===== config.mk =====
export PLATFORM = sky130hd
export DESIGN_NAME = fp_exp_sequencer
export DESIGN_NICKNAME = d
export VERILOG_FILES = /design/src/rtl/fp_exp_sequencer.sv
export SDC_FILE = /design/constraint.sdc
export NUM_CORES = 1
export LEC_CHECK = 0
export BUFFER_PORTS_ARGS = -buffer_cell sky130_fd_sc_hd__buf_2
export CORE_AREA = 5 5 80 82
export DETAILED_ROUTE_END_ITERATION = 16
export DIE_AREA = 0 0 85 87
export PLACE_DENSITY = 0.65
export SYNTH_ARGS = -nofsm -noshare
export SYNTH_HDL_FRONTEND = slang
export SYNTH_SLANG_ARGS = --single-unit

===== constraint.sdc =====
create_clock -name clk -period 2.7 [get_ports clk]
set_input_delay 0.54 -clock clk [delete_from_list [all_inputs] [get_ports clk]]
set_output_delay 0.54 -clock clk [all_outputs]
set_load 0.03 [all_outputs]

===== src/rtl/fp_exp_sequencer.sv =====
// fp_exp_sequencer: multi-cycle exponent path for the FP multiplier.
// Sequences one shared adder/bias-subtractor through add, bias removal and
// normalization, then classifies the result as normal, zero, overflow or
// underflow. Start/done handshake with the ALU control FSM.
module fp_exp_sequencer #(
    parameter int unsigned EXP_W = 8,
    parameter int unsigned BIAS  = 127
) (
    input  logic             clk,
    input  logic             rst_n,
    input  logic             start,
    input  logic [EXP_W-1:0] exp_a,
    input  logic [EXP_W-1:0] exp_b,
    input  logic             norm_valid,
    input  logic             norm_inc,
    input  logic             abort,
    output logic             busy,
    output logic             done,
    output logic [EXP_W-1:0] exp_out,
    output logic             zero,
    output logic             ovf,
    output logic             unf
);

    // Sum carries one extra bit (0..2*max); normalized exponent one more.
    localparam int unsigned SUM_W = EXP_W + 1;
    localparam int unsigned E_W   = EXP_W + 2;

    localparam logic [EXP_W-1:0] EXP_MAX = '1;
    localparam logic [SUM_W-1:0] BIAS_C  = SUM_W'(BIAS);
    localparam logic [E_W-1:0]   E_MAX   = E_W'(EXP_MAX);

    typedef enum logic [2:0] {
        S_IDLE,
        S_ADD,
        S_BIAS,
        S_NORM,
        S_DONE
    } state_t;

    state_t             state;
    logic [EXP_W-1:0]   op_a;
    logic [EXP_W-1:0]   op_b;
    logic [SUM_W-1:0]   sum;
    logic [SUM_W-1:0]   diff;
    logic               borrow;

    logic [E_W-1:0]     e_norm;
    logic [EXP_W-1:0]   cls_exp;
    logic               cls_zero;
    logic               cls_ovf;
    logic               cls_unf;

    // Result classification from captured operands and bias-removed exponent.
    always_comb begin
        cls_exp  = '0;
        cls_zero = 1'b0;
        cls_ovf  = 1'b0;
        cls_unf  = 1'b0;
        e_norm   = {1'b0, diff} + E_W'(norm_inc);

        if (op_a == '0 || op_b == '0) begin
            cls_zero = 1'b1;
        end else if (op_a == EXP_MAX || op_b == EXP_MAX) begin
            cls_ovf = 1'b1;
            cls_exp = EXP_MAX;
        end else if (borrow) begin
            cls_unf = 1'b1;
        end else if (e_norm >= E_MAX) begin
            cls_ovf = 1'b1;
            cls_exp = EXP_MAX;
        end else if (e_norm == '0) begin
            cls_unf = 1'b1;
        end else begin
            cls_exp = e_norm[EXP_W-1:0];
        end
    end

    // Sequencer state, shared datapath registers and registered outputs.
    always_ff @(posedge clk or negedge rst_n) begin
        if (!rst_n) begin
            state   <= S_IDLE;
            op_a    <= '0;
            op_b    <= '0;
            sum     <= '0;
            diff    <= '0;
            borrow  <= 1'b0;
            busy    <= 1'b0;
            done    <= 1'b0;
            exp_out <= '0;
            zero    <= 1'b0;
            ovf     <= 1'b0;
            unf     <= 1'b0;
        end else if (abort && state != S_IDLE) begin
            // Flush: drop the operation silently and clear the result.
            state   <= S_IDLE;
            busy    <= 1'b0;
            done    <= 1'b0;
            exp_out <= '0;
            zero    <= 1'b0;
            ovf     <= 1'b0;
            unf     <= 1'b0;
        end else begin
            case (state)
                S_IDLE: begin
                    done <= 1'b0;
                    // abort in IDLE drops a simultaneous start.
                    if (start && !abort) begin
                        state   <= S_ADD;
                        busy    <= 1'b1;
                        op_a    <= exp_a;
                        op_b    <= exp_b;
                        exp_out <= '0;
                        zero    <= 1'b0;
                        ovf     <= 1'b0;
                        unf     <= 1'b0;
                    end
                end
                S_ADD: begin
                    sum   <= SUM_W'(op_a) + SUM_W'(op_b);
                    state <= S_BIAS;
                end
                S_BIAS: begin
                    {borrow, diff} <= {1'b0, sum} - {1'b0, BIAS_C};
                    state          <= S_NORM;
                end
                S_NORM: begin
                    if (norm_valid) begin
                        exp_out <= cls_exp;
                        zero    <= cls_zero;
                        ovf     <= cls_ovf;
                        unf     <= cls_unf;
                        done    <= 1'b1;
                        state   <= S_DONE;
                    end
                end
                S_DONE: begin
                    done  <= 1'b0;
                    busy  <= 1'b0;
                    state <= S_IDLE;
                end
                default: begin
                    state <= S_IDLE;
                    busy  <= 1'b0;
                    done  <= 1'b0;
                end
            endcase
        end
    end

endmodule


Word-level counts from Yosys, hierarchy flattened

Index checks and enable logic that the tools add are counted.
W data, S select, Z words.

Add/subtract/negate cells: 3
Order comparisons: 1
Equality and inequality tests: 9
Muxes and demuxes: 39
Bitwise gates (word level): 1
Reductions and logical operators: 20

Operators with widths:

| kind                   | number |
|---|---|
| $mux W8                | 8 |
| $mux W1                | 21 |
| $eq A8 B8 Y1 const B   | 2 |
| $logic_not A8 Y1       | 2 |
| $pmux W8 S2            | 1 |
| $pmux W3 S4            | 1 |
| $add A9 B1 Y10         | 1 |
| $ge A10 B8 Y1 const B  | 1 |
| $logic_not A10 Y1      | 1 |
| $pmux W1 S2            | 5 |
| $reduce_and A2 Y1      | 5 |
| $sub A9 B7 Y10 const B | 1 |
| $add A8 B8 Y9          | 1 |
| $mux W3                | 3 |
| $eq A3 B2 Y1 const B   | 2 |
| $ne A3 B3 Y1 const B   | 2 |
| $reduce_and A3 Y1      | 2 |
| $reduce_bool A3 Y1     | 2 |
| $ne A2 B1 Y1 const B   | 2 |
| $eq A3 B1 Y1 const B   | 1 |
| $logic_not A3 Y1       | 1 |
| $reduce_or A3 Y1       | 1 |
| $logic_and A1 B1 Y1    | 2 |
| $logic_or A1 B1 Y1     | 2 |
| other kinds (3)        | 3 |

Flip-flop bits (word level): 51
Output and inout bits: 13
Logic and storage cells: 85

Depth between registers and ports, before layout

Gate-level depths: netlist of run 1.

Depth after elaboration: 10
Gate-level depth with buffers: 9

Worst setup path before layout of run 1

Ideal clock, no wire load.

Path type: input -> register
Start: input norm_inc
End: register exp_out[3]
Setup time: 0.126 ns
Arrival time: 2.071 ns
Required time: 2.574 ns
Slack: 0.503 ns
Stages on the path: 8
Path buffers: 0
Cells stage by stage: ha_1 > ha_1 > xor2_1 > nor4_1 > nand3_2 > nor3_2 > a311oi_4 > a221o_1

Longest elaborated chain between the ends: 10
Elaborated cells on any way between the ends: 11
Classes of those cells: add/sub (1); order compare (1); mux (8); reduce/logical (1)

RTL lines:

| element                                                               | line | text |
|---|---|---|
| start, declared                                                       | 15   | `input logic norm_inc,` |
| $add A9 B1 Y10 (*)                                                    | 60   | `e_norm = {1'b0, diff} + E_W'(norm_inc);` |
| parallel branches: the longest is 2 deep, another holds $ge A10 B8 Y1 | --   |  |
| $mux W8 (*)                                                           | 69   | `end else if (e_norm >= E_MAX) begin` |
| $mux W8 (*)                                                           | 67   | `end else if (borrow) begin` |
| $mux W8 (*)                                                           | 64   | `end else if (op_a == EXP_MAX \|\| op_b == EXP_MAX) begin` |
| $mux W8 (*)                                                           | 62   | `if (op_a == '0 \|\| op_b == '0) begin` |
| $mux W8 (*)                                                           | 128  | `if (norm_valid) begin` |
| $pmux W8 S2 (*)                                                       | 104  | `case (state)` |
| $mux W8 (*)                                                           | 94   | `end else if (abort && state != S_IDLE) begin` |
| end signal, assigned                                                  | 129  | `exp_out <= cls_exp;` |
| end, declared                                                         | 19   | `output logic [EXP_W-1:0] exp_out,` |

Every way passes the cells marked *. The select of a mux whose other input is x is not followed.
A chain may end at the register's enable or synchronous reset.

Final worst setup path of run 1

Start: register diff[0]
End: register exp_out[3]

Longest elaborated chain between the ends: 10
Elaborated cells on any way between the ends: 11
Classes of those cells: add/sub (1); order compare (1); mux (8); reduce/logical (1)

RTL lines:

| element                                                               | line | text |
|---|---|---|
| start, declared                                                       | 45   | `logic [SUM_W-1:0] diff;` |
| start signal, assigned                                                | 124  | `{borrow, diff} <= {1'b0, sum} - {1'b0, BIAS_C};` |
| $add A9 B1 Y10 (*)                                                    | 60   |  |
| parallel branches: the longest is 2 deep, another holds $ge A10 B8 Y1 | --   |  |
| $mux W8 (*)                                                           | 69   |  |
| $mux W8 (*)                                                           | 67   |  |
| $mux W8 (*)                                                           | 64   |  |
| $mux W8 (*)                                                           | 62   |  |
| $mux W8 (*)                                                           | 128  |  |
| $pmux W8 S2 (*)                                                       | 104  |  |
| $mux W8 (*)                                                           | 94   |  |

Marked as above.

==> impl_metrics.csv, run 1 <==
group,metric,value,unit
setup_path,end_kind,"register",
setup_path,crit_slowest_cell,"dfrtp_1",
synthesis,async_flop_share,1.000,
cells_and_area,syn_to_final_growth,13.95,%
die,core-area,5675,µm²
setup_path,cp_num_buf_inv,0,
synthesis,synth.avg_cell_area,10.45,µm²
routing,routed_wl,5434,µm
cells_and_area,layout-drive-gt1-share,0.2400,
routing,avgRoutedWirePerCell,14.49,µm
synthesis,synth_cell_types,47,
timing,hold_viol_final,0,
setup_path,cp.arrival,2.41,ns
setup_path,crit_required,2.89,ns
global_routing,grt_pass1_wl,9887,µm
timing,worst_slack,0.4727,ns
synthesis,synthesis.area,2726,µm²
timing,layout_min_cycle_time,2.227,ns
clocking,cts_hold_buf,0,
cells_and_area,seqCellArea,1276,µm²
clocking,cts_setup_buffers,0,
clocking,cts_resized,0,
cells_and_area,fin_nets,334,
die,std_cell_rows,28,
clocking,cts_made_buffers,5,
clocking,cts_buffer_depth,2,
global_routing,overflow,0,
cells_and_area,instances_no_fill,375,
pwr,ir_drop,425.1,µV
setup_path,path_cells,"ha_1, ha_1, xor2_1, nor4_1, nand3_2, nor3_2, a311oi_4, a221o_1",
routing,drtIter0Drc,87,
synthesis,syn_inst,261,
cells_and_area,layout_commonest_cell,"dfrtp_1",
cells_and_area,diodes,0,
die,io_pins,35,
setup_path,critPathTopFamily,"simple AND/OR/NAND/NOR gates",
synthesis,synth-edff-count,0,
setup_path,crit_type,"register to register",
synthesis,synthFlopType,"dfrtp_1",
timing,worstMarginPinSlew,0.5452,ns
placement,portBuffers,34,
timing,clock.fmax,0.4490,GHz
cells_and_area,multiInputGateArea,1408,µm²
routing,route.vias.total,2034,
status,status,"complete, no violations",
die,die_area,7395,µm²
cells_and_area,layout.cells.most_common_list,"dfrtp_1 (51), nand2_1 (34), buf_2 (34)",
die,die_w,85,µm
routing,drt-pass1-iter-count,4,
cells_and_area,fill_cells,555,
placement,pre_cts_ws,0.2394,ns
pwr,powerDensity,867.4,nW/µm²
timing,rsz0062_at_grt,"no",
die,die_y,87,µm
synthesis,synth_nets,296,
timing,relSlewSlack,0.6354,
setup_path,cpMostUsedCell,"ha_1",
routing,ant_nets,0,
job,max-cap-violations,0,
timing,tns,0,ns
global_routing,grt_pass1_vias,2113,
timing,setup_viol,0,
clocking,h-tree-depth,2,
synthesis,yosysSeqAreaShare,0.4681,
placement,routabilityCongestion,0.9056,
timing,fin_crit_sh,0.8249,
clocking,clkSinkCount,51,
placement,place_inst,367,
global_routing,grt_max_degree,20,
global_routing,grt_use_total,0.1644,
setup_path,max_stage_delay,0.41,ns
placement,hpwl,4228,µm
synthesis,yosys_warnings,0,
setup_path,cp_max_fo,6,
routing,drc,0,
global_routing,antenna_found_initial,0,
setup_path,critical_path.startpoint_type,"register",
clocking,cts_tree,"done",
clocking,clkLatencyLatePin,0.30,ns
pwr,p_leak,1.425,nW
worst_hold_path,hp-class,"primary input to asynchronous set/reset pin",
timing,drv_slew,0,
routing,vias_per_cell,5.424,
clocking,clkTransAtPathRegs,0.09,ns
die,initial_core_util,0.4804,
synthesis,synth-seq-cells,51,
clocking,cts-root-buf,"clkbuf_8",
timing,finalClockSkew,0.004894,ns
final timing paths:
path                                           from                     end  slack, ns  depth (start not counted)
worst min-delay path                          rst_n        busy$_DFFE_PN0P_       0.15                          1
worst min register to register      ovf$_DFFE_PN0P_         ovf$_DFFE_PN0P_       0.49                          1
worst max register to register  diff[0]$_DFFE_PN0P_  exp_out[3]$_DFFE_PN0P_       0.47                          8
max in group asynchronous                     rst_n     diff[4]$_DFFE_PN0P_       1.95                          2
worst max-delay path            diff[0]$_DFFE_PN0P_  exp_out[3]$_DFFE_PN0P_       0.47                          8
min in group clk                              abort    state[0]$_DFFE_PN0P_       0.46                          2
logic make-up (layout without fill, tap and decap cells):
kind of cell             count (synthesis)  in the layout  share of synthesized area
AO/OA/AOI/OAI                           58             58                     0.1496
XOR/XNOR                                17             17                    0.05461
adder cells (fa/ha/maj)                 13             13                    0.06241
buffers and inverters                   11             50                    0.01560
flip-flops                              51             51                     0.4681
multiplexers                            18             18                    0.07389
AND/OR/NAND/NOR                         93             93                     0.1758
state kept, by name, indices dropped and copies added, names as in the netlist, 3 cells and up:
register and cells:
diff 9, sum 9, exp_out 8, op_a 8, op_b 8, state 3
final cells by class:
| cell class | instances | share of cell area |
|---|---|---|
| Clock inverter | 2 | 0.01128 |
| Multi-Input combinational cell | 199 | 0.4531 |
| Inverter | 5 | 0.006041 |
| Sequential cell | 51 | 0.4108 |
| Clock buffer | 6 | 0.02658 |
| Timing Repair Buffer | 37 | 0.06202 |
| Tap cell | 75 | 0.03021 |
cell usage after synthesis (all sizes together) (2+ instances only):
master / instances / area [µm²]
nor2b: 2 / 12.51
clkbuf: 5 / 18.77
nand3: 10 / 60.06
xnor2: 9 / 78.83
mux2: 17 / 191.4
dfrtp: 51 / 1276
a221o: 8 / 80.08
o41ai: 2 / 17.52
nor3: 7 / 45.04
nor2: 13 / 48.80
o21a: 3 / 22.52
or2: 3 / 18.77
or3: 2 / 17.52
nand4: 4 / 25.02
nand3b: 2 / 15.01
o21ai: 22 / 110.1
and3: 5 / 31.28
nand2b: 3 / 18.77
a21o: 2 / 15.01
ha: 12 / 150.1
a21boi: 2 / 15.01
xor2: 8 / 70.07
nor4: 5 / 31.28
a21oi: 9 / 48.80
nand2: 34 / 127.6
inv: 5 / 18.77
per-stage QoR:
step	total power, W	hold slack [ns]	utilization	instance area, µm²
floorplan	0.001905	0.2444	-	2726
global placement	0.002138	0.4584	0.5267	2989
detailed placement	0.002167	0.4647	0.5267	2989
CTS	0.002727	0.1700	0.5474	3107
global route	0.002939	0.1837	0.5474	3107
finish	0.002695	0.1528	0.5474	3107
where the power goes:
part,leakage [nW],internal (W),switching (W)
Sequential,0.644,0.000972,0.000276
Clock,0.0612,0.000300,0.000249
Combinational,0.720,0.000438,0.000461
routing by layer:
metal / track usage / part of all wire / vias to the layer above
met1: 0.2047 / 0.44 / 945
met4: 0.05324 / 0.0088 / 0
met3: 0.03027 / 0.038 / 8
met2: 0.2881 / 0.51 / 54
li1: - / - / 1027
met5: 0 / 0 / -
(Power assumes the default switching activity.)
==> run 2, diff against run 1 <==
Settings changed: ABC_AREA from default to 1, CORE_AREA 5 5 80 82 to 5 5 83 85, DIE_AREA 0 0 85 87 to 0 0 88 90, PLACE_DENSITY 0.65 to 0.66.
Clock period 2.7 ns to 2.3 ns, I/O delays scaled along.
==> run 2 against run 1 <==
Clock skew up 0.0080 ns. Utilization down 0.18 points. Largest cell class unchanged. Cell count up 38%.
==> impl_metrics.csv, run 2 <==
group,metric,value,unit
setup_path,reg2regPathDepth,10,
setup_path,cp_num_buf_inv,2,
synthesis,synth_nets,435,
synthesis,yosys_warnings,0,
die,core-area,6132,µm²
worst_hold_path,hp-class,"primary input to asynchronous set/reset pin",
synthesis,synth-edff-count,0,
synthesis,synth_cell_types,34,
routing,met3WireLength,160,µm
routing,avgRoutedWirePerCell,11.81,µm
cells_and_area,fin_area,3346,µm²
clocking,h-tree-depth,2,
setup_path,reg2reg_slack,0.54,ns
cells_and_area,layout-drive-gt1-share,0.1595,
die,die_w,88,µm
routing,ant_nets,0,
synthesis,synth_area_leaders,"dfrtp_1 (43%), nand2_1 (13%), inv_1 (6.9%)",
clocking,clkSinkCount,51,
setup_path,end_kind,"register",
routing,routed_wl,6096,µm
placement,hpwl,4900,µm
timing,relSlewSlack,0.6225,
setup_path,cpMostUsedCell,"nand2_1",
die,std_cell_rows,29,
setup_path,max_stage_delay,0.40,ns
global_routing,grt_max_degree,34,
routing,vias_per_cell,4.899,
timing,fin_crit_sh,0.7648,
pwr,p_leak,1.857,nW
cells_and_area,layout_commonest_cell,"nand2_1",
cells_and_area,layout.cells.most_common_list,"nand2_1 (103), inv_1 (55), dfrtp_1 (51)",
setup_path,critPathTopFamily,"adder cells",
cells_and_area,diodes,0,
timing,setup_viol,0,
status,status,"complete, no violations",
timing,clock.fmax,0.5685,GHz
synthesis,synth-seq-cells,51,
routing,wl_met1,2861,µm
die,die_area,7920,µm²
clocking,cts-root-buf,"clkbuf_8",
cells_and_area,syn_to_final_growth,11.46,%
setup_path,cp_max_fo,2,
synthesis,yosysTopAreaCellShare,0.4252,
clocking,cts_tree,"done",
die,initial_core_util,0.4895,
synthesis,yosysSeqAreaShare,0.4252,
timing,worstMarginPinSlew,0.5663,ns
clocking,cts_hold_buf,0,
pwr,total_power,0.004157,W
die,io_pins,35,
synthesis,synth.avg_cell_area,7.504,µm²
timing,tns,0,ns
global_routing,antenna_found_initial,0,
timing,layout_min_cycle_time,1.759,ns
timing,finalClockSkew,0.01294,ns
cells_and_area,post-route-util,0.5456,
synthesis,async_flop_share,1.000,
setup_path,crit_slowest_cell,"fa_1",
clocking,clkTransAtPathRegs,0.09,ns
clocking,cts_setup_buffers,0,
cells_and_area,reg_top3,"diff: 9 flops, sum: 9 flops",
routing,route.vias.total,2528,
pwr,ir_drop,608.2,µV
timing,rsz0062_at_grt,"no",
global_routing,grt_pass1_wl,10780,µm
setup_path,critical_path.startpoint_type,"register",
global_routing,grt_pass1_vias,2551,
synthesis,synth.largest_area_cell,"dfrtp_1",
routing,drtIter0Drc,95,
routing,drt-pass1-iter-count,4,
timing,drv_slew,0,
cells_and_area,fin_nets,474,
placement,portBuffers,34,
synthesis,syn_inst,400,
synthesis,synth.most_common_cell,"nand2_1",
routing,wl_met2,2982,µm
setup_path,worstReg2RegStart,"op_a[0]$_DFFE_PN0P_",
die,die_y,90,µm
clocking,cts_resized,0,
placement,routabilityCongestion,0.8753,
clocking,clkLatencyLatePin,0.30,ns
clocking,cts_made_buffers,5,
global_routing,overflow,0,
setup_path,cp.arrival,1.98,ns
setup_path,crit_required,2.52,ns
job,max-cap-violations,0,
setup_path,path_cells,"ha_1, inv_1, fa_1, inv_1, nand4_1, o211ai_1, nand2_1, nand2_1, nand2_1, a21oi_1",
routing,drc,0,
routing,top_layer,"met4",
timing,hold_viol_final,0,
pwr,powerDensity,1242,nW/µm²
placement,postPlaceCellArea,3258,µm²
setup_path,r2r-end,"sum[8]$_DFFE_PN0P_",
setup_path,crit_type,"register to register",
synthesis,synthFlopType,"dfrtp_1",
clocking,cts_buffer_depth,2,
synthesis,synthesis.area,3002,µm²
global_routing,grt_use_total,0.1653,
synthesis,yosys-top-cells-count,"nand2_1 (103), inv_1 (55), dfrtp_1 (51), nor2_1 (43), nand3_1 (35)",
==> run 2: cell types whose count changed after synthesis, moves of 7 or more <==
cell,previous run,this run
nand2_1,34,103
inv_1,5,55
nor2_1,13,43
nand3_1,8,35
mux2_2,17,0
a21oi_1,8,22
a221o_1,8,0
nand2_2,0,7
==> run 2: final cells by class <==
type	count	area [µm²]
Inverter	62	236.5
Tap cell	77	96.34
Clock buffer	6	82.58
Multi-Input combinational cell	280	1441
Timing Repair Buffer	39	207.7
Fill cell	593	2786
Clock inverter	1	5.005
Sequential cell	51	1276
==> run 2: cell families (layout without fill, tap and decap cells) <==
kind of cell | Yosys count | count (layout) | share of synthesized area
flops | 51 | 51 | 0.4252
simple gates | 212 | 212 | 0.3180
compound gates | 50 | 50 | 0.09088
xor+xnor | 5 | 5 | 0.01459
fa+ha+maj | 13 | 13 | 0.05669
buf+inv | 69 | 108 | 0.09462
==> run 2: worst max path at each step <==
stage               slack [ns]                      to                start  depth (start not counted)
floorplan                 0.68  exp_out[0]$_DFFE_PN0P_             norm_inc                         11
global placement          0.45  exp_out[1]$_DFFE_PN0P_             norm_inc                         12
detailed placement        0.38  exp_out[7]$_DFFE_PN0P_             norm_inc                         12
CTS                       0.55  exp_out[7]$_DFFE_PN0P_  diff[0]$_DFFE_PN0P_                         11
global route              0.39         ovf$_DFFE_PN0P_  diff[0]$_DFFE_PN0P_                         10
finish                    0.54      sum[8]$_DFFE_PN0P_  op_a[0]$_DFFE_PN0P_                         10
==> run 2: routing by layer <==
metal | vias up | global-route usage
met3 | 8 | 0.03291
met4 | 0 | 0.04476
met5 | - | 0
met2 | 26 | 0.2889
met1 | 1142 | 0.2036
li1 | 1352 | -
==> run 2: power breakdown <==
| part | internal, W | total [W] | leakage [nW] | switching, W |
|---|---|---|---|---|
| combinational | 0.000777 | 0.00213 | 1.18 | 0.00135 |
| clock | 0.000237 | 0.000517 | 0.0470 | 0.000280 |
| sequential | 0.00124 | 0.00151 | 0.625 | 0.000273 |
| total | 0.00225 | 0.00416 | 1.86 | 0.00190 |
==> run 2: stage by stage <==
stage          cells  hold WS, ns  setup WS, ns
3_5_place_dp     509       0.4592        0.3829
6_report         516       0.1344        0.5409
2_1_floorplan    400       0.1644        0.6809
4_1_cts          516       0.1476        0.5515
3_3_place_gp     509       0.4521        0.4517
5_1_grt          516       0.1683        0.3862
==> run 2: worst register-to-register path, stage by stage, from the launching register on <==
cell and delay, ns:
dfrtp_1 0.37, ha_1 0.17, inv_1 0.07, fa_1 0.40
inv_1 0.09, nand4_1 0.11, o211ai_1 0.13, nand2_1 0.11
nand2_1 0.07, nand2_1 0.05, a21oi_1 0.11
==> run 3, diff against run 2 <==
Settings changed: ABC_AREA 1 to 0, CORE_AREA 5 5 83 85 to 5 5 80 82, DIE_AREA 0 0 88 90 to 0 0 85 87, PLACE_DENSITY 0.66 to 0.65.
Clock period 2.3 ns to 1.8 ns, I/O delays scaled along.
==> run 3 against run 2 <==
The run now ends with negative setup slack left. Critical path depth fell by 2. Maximum frequency fell by 13%. First-iteration DRC count fell by 18%. Utilization rose by 9.4 points. Largest power group unchanged. Highest routed layer unchanged.
==> impl_metrics.csv, run 3 (synthesis results as in run 1) <==
group,metric,value,unit
timing,clock.fmax,0.4957,GHz
setup_path,crit_required,1.99,ns
die,die_area,7395,µm²
die,core-area,5675,µm²
routing,drt-pass1-iter-count,4,
setup_path,critical_path.startpoint_type,"register",
routing,vias_per_cell,5.323,
status,violations,"negative setup slack",
timing,layout_min_cycle_time,2.017,ns
setup_path,end_kind,"register",
pwr,powerDensity,1335,nW/µm²
die,std_cell_rows,28,
clocking,cts_hold_buf,0,
cells_and_area,layout.cells.most_common_list,"dfrtp_1 (51), buf_4 (44), buf_2 (34)",
clocking,cts_made_buffers,5,
timing,hold_viol_final,0,
placement,portBuffers,34,
cells_and_area,syn_to_final_growth,33.18,%
global_routing,antenna_found_initial,0,
routing,drc,0,
global_routing,grt_pass1_vias,2260,
cells_and_area,fin_nets,377,
clocking,cts_buffer_depth,2,
timing,worst_slack,-0.2172,ns
die,initial_core_util,0.4804,
pwr,p_leak,1.688,nW
clocking,clkTransAtPathRegs,0.09,ns
cells_and_area,multiInputGateArea,1589,µm²
timing,fin_crit_sh,1.121,
die,io_pins,35,
global_routing,grt_max_degree,32,
cells_and_area,layout_commonest_cell,"dfrtp_1",
clocking,clkSinkCount,51,
setup_path,cp_max_fo,5,
pwr,ir_drop,796.0,µV
die,die_y,87,µm
job,max-cap-violations,0,
global_routing,overflow,0,
status,status,"finished, violations left",
timing,relSlewSlack,0.6527,
routing,routed_wl,6184,µm
setup_path,crit_type,"register to register",
setup_path,cp.arrival,2.21,ns
routing,avgRoutedWirePerCell,14.79,µm
clocking,cts_tree,"done",
global_routing,grt_pass1_wl,10520,µm
worst_hold_path,hp-class,"primary input to asynchronous set/reset pin",
timing,setup_viol,10,
clocking,cts-root-buf,"clkbuf_8",
setup_path,reg2reg_slack,-0.22,ns
pwr,total_power,0.004848,W
timing,whs,0.02348,ns
die,die_w,85,µm
clocking,clkLatencyLatePin,0.30,ns
timing,worstMarginPinSlew,0.5210,ns
cells_and_area,reg_top3,"diff: 9 flops, sum: 9 flops",
routing,drtIter0Drc,78,
cells_and_area,layout-drive-gt1-share,0.4082,
setup_path,reg2regPathDepth,8,
timing,drv_slew,0,
timing,finalClockSkew,0.009560,ns
placement,routabilityCongestion,0.8696,
routing,ant_nets,0,
routing,route.vias.total,2225,
clocking,h-tree-depth,2,
placement,hpwl,4705,µm
cells_and_area,diodes,0,
cells_and_area,seqCellArea,1276,µm²
timing,rsz0062_at_grt,"yes",
global_routing,grt_use_total,0.1759,
cells_and_area,fill_cells,506,
## run 3: layout make-up
class / count / area share
multi-input combinational: 199 / 0.4376
sequential: 51 / 0.3515
timing repair buffer: 80 / 0.1489
tap: 75 / 0.02584
clock buffer: 5 / 0.01895
clock inverter: 3 / 0.01206
inverter: 5 / 0.005169
## run 3: routing by layer
| metal | vias up | routed length, µm | track usage |
|---|---|---|---|
| li1 | 1110 | - | - |
| met1 | 1067 | 2760 | 0.2293 |
| met2 | 38 | 3122 | 0.3016 |
| met3 | 10 | 194 | 0.03122 |
| met4 | 0 | 106 | 0.04892 |
| met5 | - | 0 | 0 |
## run 3: worst max-delay path, cell delays in order, from the launching register on
cell,delay (ns)
dfrtp_1,0.41
ha_2,0.19
ha_4,0.18
xor2_4,0.16
nor4_4,0.15
nand3_2,0.11
nor3_4,0.18
a311oi_4,0.15
a221o_1,0.35
## run 3: repair_timing
item / CTS / global route
buffers inserted: 1 / 1
pin swaps: 4 / 11
resized for setup: 9 / 18
endpoints found under the setup margin: 12 / 14
## run 3: worst paths after layout
kind | start | endpoint
min in group clk | exp_a[6] | op_a[6]$_DFFE_PN0P_
worst max-delay path | diff[0]$_DFFE_PN0P_ | exp_out[6]$_DFFE_PN0P_
worst max register to register | diff[0]$_DFFE_PN0P_ | exp_out[6]$_DFFE_PN0P_
worst min-delay path | rst_n | exp_out[4]$_DFFE_PN0P_
worst min register to register | unf$_DFFE_PN0P_ | unf$_DFFE_PN0P_
max in group asynchronous | rst_n | op_a[0]$_DFFE_PN0P_
## run 3: per-stage QoR
step / utilization / area, µm² / TNS [ns] / setup WS [ns] / instances
after floorplan: - / 2766 / -0.5273 / -0.1037 / 261
after global placement: 0.5924 / 3362 / -2.169 / -0.2672 / 408
after detailed placement: 0.5924 / 3362 / -2.709 / -0.3219 / 408
after CTS: 0.6235 / 3538 / -1.963 / -0.2243 / 417
after global routing: 0.6398 / 3631 / -2.584 / -0.3007 / 418
final: 0.6398 / 3631 / -1.685 / -0.2172 / 418
## run 3: power breakdown
| part | leakage, nW | internal (W) | switching (W) |
|---|---|---|---|
| Clock | 0.0581 | 0.000414 | 0.000382 |
| Combinational | 0.986 | 0.00118 | 0.00107 |
| Sequential | 0.644 | 0.00146 | 0.000336 |
